--- src/rtl/mmu_loader.sv ---
// Context-switch engine: streams up to four translation tables from memory into
// the MMU register port, then restores the MMU fault/address register.
module mmu_loader #(
   parameter int RV   = 16,
   parameter int PA   = RV,
   parameter int NMMU = 8
) (
   input  logic                  clk,
   input  logic                  reset,
   input  logic                  start,
   input  logic [3:0]            tbl_mask,
   input  logic [PA-RV/16-1:0]   tbl_base,
   output logic                  busy,
   output logic                  done,
   output logic                  mem_req,
   output logic [PA-RV/16-1:0]   mem_addr,
   input  logic                  mem_ack,
   input  logic [RV-1:0]         mem_rdata,
   input  logic [RV-1:0]         mmu_reg_read,
   output logic                  mmu_reg_write,
   output logic [RV-1:0]         mmu_reg_data
);

   localparam int LG = $clog2(NMMU);
   localparam int AW = PA - RV/16;
   localparam logic [LG-1:0] LAST_ENTRY = LG'(NMMU - 1);
   localparam logic [AW-1:0] LOW_MASK   = AW'((1 << (LG + 2)) - 1);

   typedef enum logic [2:0] {IDLE, SETUP, FETCH, WRITE, RESTORE, DONE} state_t;

   state_t          state;
   logic [RV-1:0]   saved;
   logic [3:0]      mask;
   logic [AW-1:0]   base;
   logic [1:0]      tbl;
   logic [LG-1:0]   entry;
   logic [3:0]      remaining;

   assign remaining = mask & ~(4'b0001 << tbl);

   function automatic logic [1:0] top_bit(input logic [3:0] m);
      if (m[3])      return 2'd3;
      else if (m[2]) return 2'd2;
      else if (m[1]) return 2'd1;
      else if (m[0]) return 2'd0;
      else           return 2'd0;
   endfunction

   // Setup word selects the table: bit3=ins (tbl[0]), bit2=sup (tbl[1]), entry field 0.
   function automatic logic [RV-1:0] setup_word(input logic [1:0] t);
      logic [RV-1:0] w;
      w    = '0;
      w[3] = t[0];
      w[2] = t[1];
      return w;
   endfunction

   // Address is a field substitution into the aligned base, never an add.
   function automatic logic [AW-1:0] table_addr(input logic [AW-1:0] b,
                                                input logic [1:0] t,
                                                input logic [LG-1:0] e);
      return (b & ~LOW_MASK) | AW'({t, e});
   endfunction

   always_ff @(posedge clk) begin
      if (reset) begin
         state         <= IDLE;
         busy          <= 1'b0;
         done          <= 1'b0;
         mem_req       <= 1'b0;
         mem_addr      <= '0;
         mmu_reg_write <= 1'b0;
         mmu_reg_data  <= '0;
         saved         <= '0;
         mask          <= '0;
         base          <= '0;
         tbl           <= '0;
         entry         <= '0;
      end else begin
         done          <= 1'b0;
         mmu_reg_write <= 1'b0;
         case (state)
            IDLE: begin
               if (start) begin
                  saved <= mmu_reg_read;
                  mask  <= tbl_mask;
                  base  <= tbl_base;
                  busy  <= 1'b1;
                  if (tbl_mask == 4'b0000) begin
                     done  <= 1'b1;
                     state <= DONE;
                  end else begin
                     tbl           <= top_bit(tbl_mask);
                     mmu_reg_write <= 1'b1;
                     mmu_reg_data  <= setup_word(top_bit(tbl_mask));
                     state         <= SETUP;
                  end
               end
            end
            SETUP: begin
               entry    <= '0;
               mem_req  <= 1'b1;
               mem_addr <= table_addr(base, tbl, '0);
               state    <= FETCH;
            end
            FETCH: begin
               if (mem_ack) begin
                  mem_req       <= 1'b0;
                  mmu_reg_write <= 1'b1;
                  mmu_reg_data  <= mem_rdata | RV'(1);
                  state         <= WRITE;
               end
            end
            WRITE: begin
               if (entry != LAST_ENTRY) begin
                  entry    <= entry + 1'b1;
                  mem_req  <= 1'b1;
                  mem_addr <= table_addr(base, tbl, entry + 1'b1);
                  state    <= FETCH;
               end else begin
                  mask          <= remaining;
                  mmu_reg_write <= 1'b1;
                  if (remaining != 4'b0000) begin
                     tbl          <= top_bit(remaining);
                     mmu_reg_data <= setup_word(top_bit(remaining));
                     state        <= SETUP;
                  end else begin
                     mmu_reg_data <= saved & ~RV'(1);
                     state        <= RESTORE;
                  end
               end
            end
            RESTORE: begin
               done  <= 1'b1;
               state <= DONE;
            end
            DONE: begin
               busy  <= 1'b0;
               state <= IDLE;
            end
            default: begin
               busy    <= 1'b0;
               mem_req <= 1'b0;
               state   <= IDLE;
            end
         endcase
      end
   end

endmodule
--- config.mk ---
export PLATFORM = sky130hd
export DESIGN_NAME = mmu_loader
export DESIGN_NICKNAME = d
export VERILOG_FILES = /design/src/rtl/mmu_loader.sv
export SDC_FILE = /design/constraint.sdc
export NUM_CORES = 1
export LEC_CHECK = 0
export ABC_AREA = 0
export CAP_MARGIN = 20
export CORE_MARGIN = 4
export CORE_UTILIZATION = 35
export CTS_BUF_LIST = sky130_fd_sc_hd__clkbuf_16
export DETAILED_ROUTE_END_ITERATION = 6
export GPL_ROUTABILITY_DRIVEN = 0
export SETUP_SLACK_MARGIN = 0.02
export SLEW_MARGIN = 40
export SYNTH_ARGS = -nofsm -noshare
export SYNTH_HDL_FRONTEND = slang
export SYNTH_SLANG_ARGS = --single-unit
--- constraint.sdc ---
create_clock -name clk -period 2.5 [get_ports clk]
set_input_delay 0.25 -clock clk [delete_from_list [all_inputs] [get_ports clk]]
set_output_delay 0.25 -clock clk [all_outputs]
set_load 0.01 [all_outputs]
==> results of run 1 <==
-- worst paths after layout --
| check | start | endpoint | slack [ns] | cells past startpoint |
|---|---|---|---|---|
| max reg2reg | tbl[0] | mmu_reg_data[11] | 0.38 | 6 |
| min reg2reg | mem_addr[6] | mem_addr[6] | 0.45 | 2 |
| max | tbl[0] | mmu_reg_data[11] | 0.38 | 6 |
| min | reset | mmu_reg_data[0] | 0.38 | 2 |
-- layout make-up --
| class | count | area share |
|---|---|---|
| inverter | 5 | 0.00449 |
| clock buffer | 9 | 0.0538 |
| multi-input combinational | 256 | 0.340 |
| sequential | 69 | 0.330 |
| tap | 105 | 0.0314 |
| timing repair buffer | 95 | 0.219 |
| clock inverter | 7 | 0.0215 |
-- power by group through the flow --
stage,Combinational (mW),Sequential (mW),Clock (mW)
2_1_floorplan,0.359,1.29,0
3_3_place_gp,0.632,1.29,0
3_5_place_dp,0.636,1.30,0
4_1_cts,0.641,1.27,1.35
5_1_grt,0.708,1.29,1.42
6_report,0.635,1.27,1.33
-- synthesized netlist by cell type, types with 2 or more instances --
library cell / n / area (sq um)
a221oi_1: 4 / 35.0
nor3_1: 18 / 90.1
o21ai_0: 6 / 30.0
nand3_1: 6 / 30.0
nand2_1: 79 / 297
a311oi_1: 3 / 26.3
buf_2: 4 / 20.0
a21oi_1: 51 / 255
and3_1: 3 / 18.8
nand2b_1: 5 / 31.3
dfxtp_1: 69 / 1380
a31oi_1: 2 / 12.5
ha_1: 2 / 25.0
nor2_1: 29 / 109
nor2b_1: 3 / 18.8
nor4_1: 3 / 18.8
and3b_1: 2 / 17.5
o22ai_1: 2 / 12.5
buf_6: 3 / 33.8
a221oi_2: 9 / 135
inv_1: 4 / 15.0
clkbuf_1: 20 / 75.1
nand4_1: 2 / 12.5
a22oi_1: 4 / 30.0
mux2i_1: 5 / 50.1
a21boi_0: 2 / 15.0
-- routing by layer --
layer  GRT usage  part of all wire  vias to the layer above
li1            -                 -                     1404
met1       0.224              0.47                     1277
met2       0.261              0.46                       86
met3      0.0368             0.048                       15
met4      0.0861             0.027                        0
met5           0                 0                        -
-- registers in the layout (all words and copies together) (netlist names) --
signal,flops
saved,15
busy,1
mask,4
mmu_reg_write,1
tbl,2
mem_addr,15
state,3
mmu_reg_data,16
base,10
done,1
mem_req,1
-- critical path: cells and delay by family (launching register included) --
| family | cells | cell delay (ns) |
|---|---|---|
| buffers and inverters | 1 | 0.24 |
| and+or+nand+nor | 2 | 0.75 |
| DFF | 1 | 0.41 |
| AOI/OAI and AO/OA | 3 | 0.64 |
-- cell families after synthesis --
family,synth area share
flops,0.469
mux,0.0208
buf+inv,0.0518
fa+ha+maj,0.00849
simple gates,0.233
compound gates,0.217
==> metrics.csv, run 1 <==
stage;metric;value;unit
outcome;status;completed;
worst_hold_path;hp-class;input port to register;
finish;fin_cells;546;
clocking;cts_hold_buf;0;
worst_setup_path;required;2.74;ns
sta;relSlewSlack;0.578;
global_route;grt_pass1_wl;13300;microns
run;max-cap-violations;0;
finish;multiInputGateArea;1420;sq um
drt;firstDrtPassIters;4;
floorplanning;start_util;0.359;
drt;drc_errors;0;
clocking;clk_latency;0.32;ns
finish;design_area;4180;sq um
floorplanning;dieArea;9960;sq um
synth;synth_warnings;0;
synth;ys_ff_latch;69;
power;p_per_area;775;nW/um^2
synth;syn_inst;358;
synth;async_flop_share;0;
clocking;cts_tree;done;
sta;finalMaxSlewViolations;0;
global_route;grt_pass1_vias;2752;
drt;wire_per_inst;14.7;microns
sta;period_needed;2.12;ns
finish;ff_latch_area;1380;sq um
global_route;overflow;0;
synth;synth_cell_types;44;
synth;syn_avg_cell_area;8.23;sq um
clocking;cts.sink_count;69;
finish;post-route-util;0.509;
worst_setup_path;arrival;2.36;ns
global_route;antenna_found_initial;0;
worst_setup_path;path_class;register to register;
finish;area_growth;41.9;%
sta;rsz0062_at_grt;no;
placement;dpl.cell_count;530;
synth;yosysSeqAreaShare;0.469;
power;intPower;2.37;mW
floorplanning;core_area;8220;sq um
floorplanning;num_io_pins;90;
drt;antenna_left;0;
power;p_sw_frac;0.267;
clocking;cts_resized;0;
clocking;h-tree-depth;3;
worst_setup_path;slowest_delay;0.57;ns
finish;final_common_cell;clkdlybuf4s50_1;
finish;n_antenna_cell;0;
sta;finalHoldViolCount;0;
sta;worst_pin_slew;0.631;ns
finish;nFillCells;787;
power;finalPower;3.24;mW
worst_setup_path;cp-end-kind;register;
synth;mappedNetlistArea;2950;sq um
sta;holdWs;0.381;ns
finish;layout_common_cells;81 x clkdlybuf4s50_1, 79 x nand2_1, 69 x dfxtp_1, 51 x a21oi_1, 29 x nor2_1;
sta;max_freq;471;MHz
sta;clock_skew;0.00490;ns
worst_setup_path;cp_max_fo;11;
drt;routed_via_density;5.10;
power;p_sw;0.867;mW
placement;io_buffers;82;
sta;setup_slack;0.378;ns
placement;dp_hpwl;5550;microns
drt;wirelength;8050;microns
placement;placed_cell_area;3870;sq um
floorplanning;placementRows;33;
clocking;clock_path_buffers;2;
synth;synth_top_flop_cell;dfxtp_1;
worst_setup_path;crit_chain;or4b_1, a2bb2oi_1, a21oi_4, buf_4, a221oi_2, nor3_1;
clocking;post-cts-setup-buffers;0;
power;leakagePower;1.55;nW
worst_setup_path;slowest_stage;or4b_1;
finish;layout.nets;493;
drt;drt-initial-drc-count;129;
power;clkPwrFrac;0.411;
sta;fin_crit_sh;0.849;
clocking;path_clk_slew;0.06;ns
sta;finalSetupTns;0;ns
floorplanning;die_y;99.8;microns
synth;syn_nets;415;
power;power_frac_comb;0.196;
drt;num_vias;2782;
sta;setup_viol;0;
finish;drive_gt1_frac;0.102;
synth;synth_edf_count;0;
placement;place_ws;0.193;ns
global_route;grt_max_degree;49;
power;seqPwrFrac;0.393;
power;vdd.ir_drop.worst;344;uV
floorplanning;die_w;99.8;microns
worst_setup_path;startpoint_type;register;
clocking;ctsRootBufferMaster;clkbuf_16;
global_route;grt_usage;0.170;
clocking;cts_made_buffers;9;
Power figures use the tool's default switching activity.
==> inputs of run 2 (changes only) <==
==> constraint.sdc (replaced) <==
create_clock -name clk -period 1.96 [get_ports clk]
set_input_delay 0.196 -clock clk [delete_from_list [all_inputs] [get_ports clk]]
set_output_delay 0.196 -clock clk [all_outputs]
set_load 0.01 [all_outputs]
==> run 2 against run 1 <==
  * Via count up 3.2%
  * Clock skew up 0.0014 ns
  * Sequential power is 26% higher
  * Critical path depth up 1
  * Sequential cell count unchanged
  * Clock-buffer cell count is the same
  * Total power increased by 26%
  * Global-route usage is 0.51 points higher
  * Combinational power rose by 43%
  * Sequential share of layout area shrank 1.2 points
  * Core utilization rose by 1.9 points
  * Wire length up 3.7%
  * Largest power group is now registers
==> metrics.csv, run 2 (synthesis results as in run 1) <==
stage;metric;value;unit;change
clocking;path_clk_slew;0.06;ns;about the same
worst_hold_path;min_to;mask[0];;was mmu_reg_data[0]
sta;worst_pin_slew;0.590;ns;was 0.631 ns
worst_hold_path;holdCritStartpoint;reset;;unchanged
worst_setup_path;r2r_cells;8;;was 6
floorplanning;die_y;99.8;microns;unchanged
power;power_frac_comb;0.222;;was 0.196
floorplanning;placementRows;33;;unchanged
drt;firstDrtPassIters;4;;unchanged
clocking;ctsRootBufferMaster;clkbuf_16;;unchanged
global_route;antenna_found_initial;0;;unchanged
sta;relSlewSlack;0.606;;was 0.578
floorplanning;die_w;99.8;microns;unchanged
worst_setup_path;startpoint_type;input port;;was register
finish;area_growth;47.3;%;was 41.9%
drt;wire_per_inst;14.7;microns;about the same
worst_setup_path;r2r-end;mmu_reg_data[13];;was mmu_reg_data[11]
finish;final_common_cell;clkdlybuf4s50_1;;unchanged
global_route;gr-max-usage-layer;met2;;unchanged
sta;setup_slack;0.130;ns;was 0.378 ns
global_route;grt_pass1_wl;13700;microns;was 13300 microns
sta;finalHoldViolCount;0;;unchanged
power;leakagePower;1.66;nW;was 1.55 nW
placement;dp_hpwl;6000;microns;was 5550 microns
outcome;status;completed;;unchanged
clocking;cts_tree;done;;unchanged
power;p_per_area;937;nW/um^2;was 775 nW/um^2
worst_setup_path;slowest_delay;0.49;ns;was 0.57 ns
sta;finalMaxSlewViolations;0;;unchanged
placement;dpl.cell_count;550;;was 530
floorplanning;start_util;0.359;;unchanged
placement;io_buffers;82;;unchanged
drt;antenna_left;0;;unchanged
floorplanning;num_io_pins;90;;unchanged
clocking;cts_hold_buf;0;;unchanged
finish;fin_cells;567;;was 546
sta;max_freq;546;MHz;
worst_hold_path;min_path_cells;2;;unchanged
global_route;overflow;0;;unchanged
finish;top_register;mmu_reg_data;;unchanged
drt;num_vias;2871;;was 2782
power;clkPwrFrac;0.384;;was 0.411
sta;setup_viol;0;;unchanged
sta;rsz0062_at_grt;no;;unchanged
floorplanning;core_area;8220;sq um;unchanged
worst_setup_path;crit_chain;clkdlybuf4s50_1, or3b_1, o22a_1, or2_4, buf_4, a221oi_2, nor3_1;;was or4b_1, a2bb2oi_1, a21oi_4, buf_4, a221oi_2, nor3_1
global_route;grt_pass1_vias;2772;;was 2752
drt;drt-initial-drc-count;148;;was 129
power;vdd.ir_drop.worst;564;uV;was 344 uV
power;p_sw_frac;0.274;;was 0.267
placement;place_ws;-0.272;ns;was 0.193 ns
clocking;clk_latency;0.32;ns;about the same
worst_setup_path;arrival;2.04;ns;was 2.36 ns
finish;post-route-util;0.529;;was 0.509
global_route;met1_usage;0.228;;was 0.224
finish;layout.nets;514;;was 493
clocking;cts_made_buffers;9;;unchanged
sta;period_needed;1.83;ns;
clocking;clock_path_buffers;2;;unchanged
worst_setup_path;slowest_stage;clkdlybuf4s50_1;;was or4b_1
finish;layout_common_cells;81 x clkdlybuf4s50_1, 79 x nand2_1, 67 x dfxtp_1, 51 x a21oi_1, 32 x buf_4;;was 81 x clkdlybuf4s50_1, 79 x nand2_1, 69 x dfxtp_1, 51 x a21oi_1, 29 x nor2_1
global_route;met3_usage;0.0549;;was 0.0368
worst_hold_path;hp-class;input port to register;;unchanged
drt;drc_errors;0;;unchanged
worst_setup_path;r2r_setup_slack;0.14;ns;was 0.38 ns
global_route;grt.met2_usage;0.278;;was 0.261
worst_setup_path;required;2.17;ns;was 2.74 ns
global_route;grt_max_degree;31;;was 49
finish;n_antenna_cell;0;;unchanged
power;p_sw;1.12;mW;was 0.867 mW
power;intPower;2.96;mW;was 2.37 mW
power;seqPwrFrac;0.394;;was 0.393
drt;routed_via_density;5.06;;was 5.10
finish;drive_gt1_frac;0.152;;was 0.102
global_route;grt_usage;0.175;;was 0.170
clocking;h-tree-depth;3;;unchanged
sta;fin_crit_sh;0.934;;
clocking;cts.sink_count;69;;unchanged
worst_setup_path;path_class;input port to register;;was register to register
worst_setup_path;cp-end-kind;register;;unchanged
floorplanning;dieArea;9960;sq um;unchanged
worst_setup_path;cp_max_fo;6;;was 11
finish;largest_reg_flops;16;;unchanged
drt;wirelength;8350;microns;was 8050 microns
run;max-cap-violations;0;;unchanged
power;finalPower;4.07;mW;was 3.24 mW
sta;clock_skew;0.00632;ns;was 0.00490 ns
worst_setup_path;worstReg2RegStart;mem_addr[0];;was tbl[0]
finish;reg.largest.list;mmu_reg_data (16), mem_addr (15), saved (15);;unchanged
-- run 2: changes by cell type in the layout (fill, tap and decap cells not counted), sizes merged --
cell	before	now
bufinv	2	1
clkinvlp	1	0
inv	4	6
buf	14	35
-- run 2: worst max-delay path by stage --
stage,start,end,slack (ns),depth (start not counted)
floorplan,mem_addr[1],mmu_reg_data[13],0.03,10
global placement,start,mmu_reg_data[13],-0.22,7
detailed placement,start,mmu_reg_data[14],-0.27,7
CTS,tbl[1],mmu_reg_data[13],0.03,6
global route,tbl[1],mmu_reg_data[11],0.03,6
finish,start,mmu_reg_data[13],0.13,7
-- run 2: per-stage QoR --
| stage | hold slack (ns) | setup TNS (ns) | area [sq um] |
|---|---|---|---|
| global route | 0.389 | 0 | 4340 |
| global placement | 0.436 | -2.38 | 4030 |
| CTS | 0.360 | 0 | 4320 |
| finish | 0.365 | 0 | 4340 |
| floorplan | 0.332 | 0 | 2950 |
| detailed placement | 0.448 | -3.03 | 4030 |
-- run 2: cell type report --
| type | instances | area [sq um] |
|---|---|---|
| inverter | 5 | 18.8 |
| tap | 105 | 131 |
| clock buffer | 9 | 225 |
| sequential | 69 | 1380 |
| timing repair buffer | 116 | 1090 |
| fill | 775 | 3870 |
| multi-input combinational | 256 | 1430 |
| clock inverter | 7 | 65.1 |
-- run 2: what timing repair did --
action	CTS	global route
buffers inserted	0	1
endpoints found under the setup margin	2	18
gates resized for setup	1	5
pin swaps	1	2
-- run 2: critical path: cells and delay by family --
kind	cells	cell delay, ns
simple gates	3	0.75
buf+inv	2	0.66
compound gates	2	0.44
-- run 2: per-layer routing --
metal | vias up | wire, microns
met3 | 8 | 486
met2 | 79 | 4030
met5 | - | 0
met1 | 1337 | 3720
met4 | 0 | 106
li1 | 1447 | -
-- run 2: power by group through the flow --
| stage | Combinational, mW | Clock [mW] | Sequential (mW) |
|---|---|---|---|
| finish | 0.905 | 1.56 | 1.60 |
| CTS | 0.907 | 1.60 | 1.60 |
| global route | 1.00 | 1.67 | 1.62 |
| floorplan | 0.458 | 0 | 1.65 |
| detailed placement | 0.898 | 0 | 1.63 |
| global placement | 0.887 | 0 | 1.63 |
